===== src/rtl/bus_uart_tx.sv =====
// rtl/bus_uart_tx.sv - memory-mapped 8N1 UART transmitter on the Ibex data bus
//
// Purpose: bus responder (req/gnt/rvalid) holding a small TX FIFO drained by an
// 8N1 serializer at a programmable clocks-per-bit period.
// Ports:
//   clk_i, rst_ni          clock, asynchronous active-low reset
//   req_i, gnt_o           bus request / combinational grant
//   we_i, be_i, addr_i     write enable, byte enables, byte address ([3:2] decoded)
//   wdata_i                write data
//   rvalid_o, rdata_o      registered response valid / read data
//   err_o                  registered error response (unmapped address)
//   tx_o                   serial output, idle high
module bus_uart_tx #(
  parameter int unsigned FifoDepth   = 4,
  parameter logic [15:0] ClkDivReset = 16'd434
) (
  input  logic        clk_i,
  input  logic        rst_ni,
  input  logic        req_i,
  output logic        gnt_o,
  output logic        rvalid_o,
  input  logic        we_i,
  input  logic [3:0]  be_i,
  input  logic [31:0] addr_i,
  input  logic [31:0] wdata_i,
  output logic [31:0] rdata_o,
  output logic        err_o,
  output logic        tx_o
);

  localparam int unsigned AW = $clog2(FifoDepth);
  localparam logic [AW:0] PtrOne = {{AW{1'b0}}, 1'b1};

  typedef enum logic [1:0] {S_IDLE, S_START, S_DATA, S_STOP} state_e;

  logic [AW:0]  r_wptr;
  logic [AW:0]  r_rptr;
  logic [7:0]   r_mem [FifoDepth];
  logic [15:0]  r_div;
  logic [15:0]  r_baud;
  logic [2:0]   r_bit;
  logic [7:0]   r_shift;
  state_e       r_state;
  logic         r_tx;
  logic         r_rvalid;
  logic         r_err;
  logic [31:0]  r_rdata;

  logic [1:0]   w_addr;
  logic         w_full;
  logic         w_empty;
  logic         w_busy;
  logic         w_push_req;
  logic         w_push;
  logic         w_pop;
  logic         w_baud_done;
  logic [15:0]  w_reload;
  logic [7:0]   w_rd_byte;
  logic         w_unused;

  assign w_addr  = addr_i[3:2];
  assign w_empty = (r_wptr == r_rptr);
  assign w_full  = (r_wptr[AW] != r_rptr[AW]) && (r_wptr[AW-1:0] == r_rptr[AW-1:0]);
  assign w_busy  = (r_state != S_IDLE);

  // Only a byte-carrying TXDATA write can be back-pressured; everything else is granted.
  assign w_push_req = req_i & we_i & (w_addr == 2'd0) & be_i[0];
  assign gnt_o      = req_i & ~(w_push_req & w_full);
  assign w_push     = gnt_o & w_push_req;

  // Counter counts down to zero, so a period of N loads N-1; DIV=0 acts like DIV=1.
  assign w_reload    = (r_div == 16'd0) ? 16'd0 : r_div - 16'd1;
  assign w_baud_done = (r_baud == 16'd0);

  // Pops happen from IDLE or at the end of STOP, giving gapless back-to-back frames.
  assign w_pop     = ~w_empty & ((r_state == S_IDLE) | ((r_state == S_STOP) & w_baud_done));
  assign w_rd_byte = r_mem[r_rptr[AW-1:0]];

  assign w_unused = ^{addr_i[31:4], addr_i[1:0], wdata_i[31:16], be_i[3:2]};

  always_ff @(posedge clk_i) begin
    if (w_push) begin
      r_mem[r_wptr[AW-1:0]] <= wdata_i[7:0];
    end
  end

  always_ff @(posedge clk_i or negedge rst_ni) begin
    if (!rst_ni) begin
      r_wptr <= '0;
      r_rptr <= '0;
    end else begin
      if (w_push) r_wptr <= r_wptr + PtrOne;
      if (w_pop)  r_rptr <= r_rptr + PtrOne;
    end
  end

  // Bus response and DIV register. STATUS samples pre-edge state, so a read
  // coinciding with a push reports the FIFO as it was before the push.
  always_ff @(posedge clk_i or negedge rst_ni) begin
    if (!rst_ni) begin
      r_rvalid <= 1'b0;
      r_err    <= 1'b0;
      r_rdata  <= 32'd0;
      r_div    <= ClkDivReset;
    end else begin
      r_rvalid <= gnt_o;
      r_err    <= gnt_o & (w_addr == 2'd3);
      r_rdata  <= 32'd0;
      if (gnt_o && !we_i) begin
        case (w_addr)
          2'd1:    r_rdata <= {29'd0, w_busy, w_empty, w_full};
          2'd2:    r_rdata <= {16'd0, r_div};
          default: r_rdata <= 32'd0;
        endcase
      end
      if (gnt_o && we_i && (w_addr == 2'd2)) begin
        if (be_i[0]) r_div[7:0]  <= wdata_i[7:0];
        if (be_i[1]) r_div[15:8] <= wdata_i[15:8];
      end
    end
  end

  // Serializer. r_div is sampled only at reload, so a DIV write never
  // stretches or cuts the bit currently on the line.
  always_ff @(posedge clk_i or negedge rst_ni) begin
    if (!rst_ni) begin
      r_state <= S_IDLE;
      r_tx    <= 1'b1;
      r_baud  <= 16'd0;
      r_bit   <= 3'd0;
      r_shift <= 8'd0;
    end else begin
      case (r_state)
        S_IDLE: begin
          r_tx <= 1'b1;
          if (w_pop) begin
            r_shift <= w_rd_byte;
            r_baud  <= w_reload;
            r_tx    <= 1'b0;
            r_state <= S_START;
          end
        end
        S_START: begin
          if (w_baud_done) begin
            r_tx    <= r_shift[0];
            r_bit   <= 3'd0;
            r_baud  <= w_reload;
            r_state <= S_DATA;
          end else begin
            r_baud <= r_baud - 16'd1;
          end
        end
        S_DATA: begin
          if (w_baud_done) begin
            r_baud <= w_reload;
            if (r_bit == 3'd7) begin
              r_tx    <= 1'b1;
              r_state <= S_STOP;
            end else begin
              r_bit   <= r_bit + 3'd1;
              r_shift <= r_shift >> 1;
              r_tx    <= r_shift[1];
            end
          end else begin
            r_baud <= r_baud - 16'd1;
          end
        end
        S_STOP: begin
          if (w_baud_done) begin
            if (w_pop) begin
              r_shift <= w_rd_byte;
              r_baud  <= w_reload;
              r_tx    <= 1'b0;
              r_state <= S_START;
            end else begin
              r_tx    <= 1'b1;
              r_state <= S_IDLE;
            end
          end else begin
            r_baud <= r_baud - 16'd1;
          end
        end
        default: begin
          r_tx    <= 1'b1;
          r_state <= S_IDLE;
        end
      endcase
    end
  end

  assign rvalid_o = r_rvalid;
  assign rdata_o  = r_rdata;
  assign err_o    = r_err;
  assign tx_o     = r_tx;

endmodule


===== config.mk =====
export PLATFORM = sky130hd
export DESIGN_NAME = bus_uart_tx
export DESIGN_NICKNAME = d
export VERILOG_FILES = /design/src/rtl/bus_uart_tx.sv
export SDC_FILE = /design/constraint.sdc
export NUM_CORES = 1
export LEC_CHECK = 0
export CORE_ASPECT_RATIO = 1.75
export CORE_UTILIZATION = 57
export CTS_CLUSTER_SIZE = 40
export DETAILED_ROUTE_END_ITERATION = 10
export GPL_ROUTABILITY_DRIVEN = 0
export HOLD_SLACK_MARGIN = 0.02
export PLACE_DENSITY = 0.87
export SYNTH_ARGS = -nofsm -noshare
export SYNTH_HDL_FRONTEND = slang
export SYNTH_SLANG_ARGS = --single-unit

===== constraint.sdc =====
create_clock -name clk_i -period 6.65 [get_ports clk_i]
set_input_delay 1.33 -clock clk_i [delete_from_list [all_inputs] [get_ports clk_i]]
set_output_delay 1.33 -clock clk_i [all_outputs]
set_load 0.03 [all_outputs]

==> key figures <==
Clock tree
  – Hold_buf cts: 0
  – TritonCTS clock tree: built
  – Root Driver: clkbuf_16
  – CTS clk-pin slew, worst paths: 0.08 ns
  – Clk Latency, worst-skew pair: 0.35 ns
  – H-tree depth: 3
  – PostCTS Resize Cnt: 0
  – Clock sinks: 102
  – Max Buffers Root-to-Sink: 2
  – Post-CTS setup buffer count: 0
  – Total CTS buffers: 9

STA
  – Setup_tns: 0 ns
  – Minimum clock period: 4.45 ns
  – Final setup violation count: 0
  – Worst slew pin tran: 0.883 ns
  – Setup clock skew after layout: 0.00803 ns
  – Rel. slew slack: 0.411
  – Fmax: 0.225 GHz
  – Tcrit/Tclk final: 0.669
  – Final-report hold violation count: 0
  – Slew Viols, Final: 0
  – RSZ-0062 raised after global routing: no

Setup path
  – Reg-to-Reg End: r_state[0]$_DFFE_PN0P_
  – CP endpoint kind: primary output
  – Signal arrival time at the worst endpoint: 3.12 ns
  – Critical Path RT: 5.32 ns
  – Internal reg-to-reg setup slack: 3.65 ns
  – Reg2reg path depth: 6
  – Kind of start point of the critical path: primary input
  – Crit Path Max Fanout: 4
  – Setup CP Type: in -> out
  – CP startpoint: addr_i[2]
  – R2r startpoint: r_baud[8]$_DFF_PN0_

Layout
  – Commonest cells after routing, fill and taps aside: dfrtp_1, nor2_1, nand2_1, clkdlybuf4s50_1, edfxtp_1
  – Ant diodes: 0
  – Final instance area: 6290 um^2
  – NumNets Final: 635
  – Layout cells sized above 1: 0.122
  – Commonest non-fill, non-tap cell in the layout: dfrtp_1
  – Syn-to-layout area delta: 12.5%

Yosys
  – Yosys reg bits: 102
  – Largest family of logic cells by synthesized area: simple AND/OR/NAND/NOR gates
  – Ys Warns: 0
  – Mux cell area share after synthesis: 0.0937
  – Compound-cell area share of the yosys netlist: 0.115
  – Cell count after synthesis: 511
  – Share of flip-flops with an asynchronous set or reset: 0.686
  – Syn avg cell area: 10.9 um^2
  – Adder-Cell Fraction of Synth Area: 0.0447
  – Synth Area in Simple Gates: 0.174
  – Seq/Total Area, Yosys: 0.486
  – Synth Area in XOR/XNOR: 0.0329
  – Cell variety after synth: 76
  – Post-synth EDFFs: 32
  – Largest area contributor in the synthesized netlist: dfrtp_1
  – Top cell type's share of synthesized area: 0.286
  – Top FF cell, synth: dfrtp_1
  – Synth Cell Area: 5590 um^2
  – Ranking of synthesized cells by area: dfrtp_1, edfxtp_1, ha_1

Global route
  – Vias in the first global route: 4260
  – First-pass GRT wire length: 21.5 mm
  – GRT Total Usage: 0.275
  – GRT Residual Overflow: 0
  – Pin count of the biggest net entering global routing: 71
  – Initial antenna violation count: 0

Floorplanning
  – Core area: 9470 um^2
  – Vert. Die Dim: 133 um
  – # rows: 47
  – # IOs: 108
  – Die area: 10200 um^2
  – Die width: 76.9 um
  – Initial Util: 0.591

Placement
  – Post-DP HPWL: 9.14 mm
  – Area post-placement: 5980 um^2
  – Buffers added on ports: 43

Drt
  – Antenna-violating nets left: 0
  – Routed WL per cell: 19.5 um
  – Detailed-route DRC error count: 0
  – Detailed-route wire length: 13.1 mm
  – Initial drt markers: 373
  – DR vias/cell: 6.27
  – Pre-antenna DRT Iters: 5
  – Vias: 4198

Worst hold path
  – Hold path start: r_bit[1]$_DFFE_PN0P_
  – Hold Crit Class: reg -> reg
  – Worst hold path endpoint: r_bit[1]$_DFFE_PN0P_
  – Hold path depth: 2

Power and ir drop
  – Maximum resistive drop on vdd: 0.000309 V
  – Leakage: 2.58 nW
  – Power per Cell Area: 434 nW/um^2

Run
  – Max-Cap Viols: 0

Run status
  – Outcome: finished, final reports clean
==> state kept, by name, summed over array words and instances, names as in the netlist <==
name / cells
r_mem: 32
r_baud: 16
r_div: 16
rdata_o: 16
r_shift: 8
r_bit: 3
r_rptr: 3
r_wptr: 3
r_state: 2
err_o: 1
rvalid_o: 1
tx_o: 1
==> cells by family after synthesis <==
| group | after synthesis |
|---|---|
| DFF | 102 |
| adders and majority gates | 20 |
| muxes | 40 |
| other | 1 |
| xor gates and xnor gates | 21 |
| and+or+nand+nor | 180 |
| buffers and inverters | 50 |
| AOI/OAI and AO/OA | 97 |
==> power breakdown <==
part,total (mW),internal (mW),switching [mW]
combinational,1.23,0.492,0.739
clock,0.531,0.269,0.262
sequential,0.965,0.782,0.183
==> layout make-up <==
cell class | count | area [um^2]
fill | 643 | 3180
multi-input combinational | 374 | 2630
inverter | 12 | 45.0
sequential | 102 | 2720
clock buffer | 9 | 225
clock inverter | 7 | 81.3
tap | 122 | 153
timing repair buffer | 44 | 433
==> Yosys cell counts (3+ instances only) <==
cell type	number
edfxtp_1	32
a221oi_1	3
ha_1	20
mux2_2	16
buf_2	8
nand2_1	44
nor4_1	3
mux4_2	8
a21oi_1	25
clkbuf_1	6
o21ai_1	13
a211oi_1	3
mux2i_1	13
nor4_2	4
nand4_1	5
nand3_1	11
nor2_1	46
dfstp_2	6
o22ai_1	5
nor3_1	11
nand2b_1	4
and3_1	3
a22oi_1	4
inv_1	11
xnor2_1	13
a31oi_1	6
buf_4	20
a32o_1	3
and2_1	20
nor2b_1	3
mux2_1	3
xor2_1	8
o21ai_0	8
dfrtp_1	64
buf_6	3
nor3b_1	3
a21boi_0	4
==> metal layers <==
| layer | global-route usage | vias to the layer above | wire (um) |
|---|---|---|---|
| li1 | - | 1887 | - |
| met1 | 0.307 | 2060 | 4820 |
| met2 | 0.476 | 191 | 6870 |
| met3 | 0.0441 | 60 | 672 |
| met4 | 0.184 | 0 | 727 |
| met5 | 0 | - | 0 |
==> metrics by stage <==
stage | instances | power, mW | hold slack [ns] | util | setup slack (ns)
3_3_place_gp | 654 | 2.09 | 0.461 | 0.632 | 2.23
4_1_cts | 670 | 2.69 | 0.492 | 0.664 | 2.22
5_1_grt | 670 | 2.88 | 0.508 | 0.664 | 2.15
2_1_floorplan | 526 | 1.88 | 0.443 | - | 3.35
3_5_place_dp | 654 | 2.16 | 0.478 | 0.632 | 2.22
6_report | 670 | 2.73 | 0.487 | 0.664 | 2.20
==> critical path, cell delays in order <==
cell and delay [ns]:
clkdlybuf4s50_1 0.50, inv_1 0.08, ha_1 0.20, nand3_1 0.10, o31a_1 0.21, clkdlybuf4s50_1 0.70
==> worst max path at each step <==
stage	endpoint	slack, ns	cells past startpoint
after floorplan	gnt_o	3.35	4
after global placement	gnt_o	2.23	6
after detailed placement	gnt_o	2.22	6
after CTS	gnt_o	2.22	6
after global routing	gnt_o	2.15	6
final	gnt_o	2.20	6
Power figures use the tool's default switching activity.
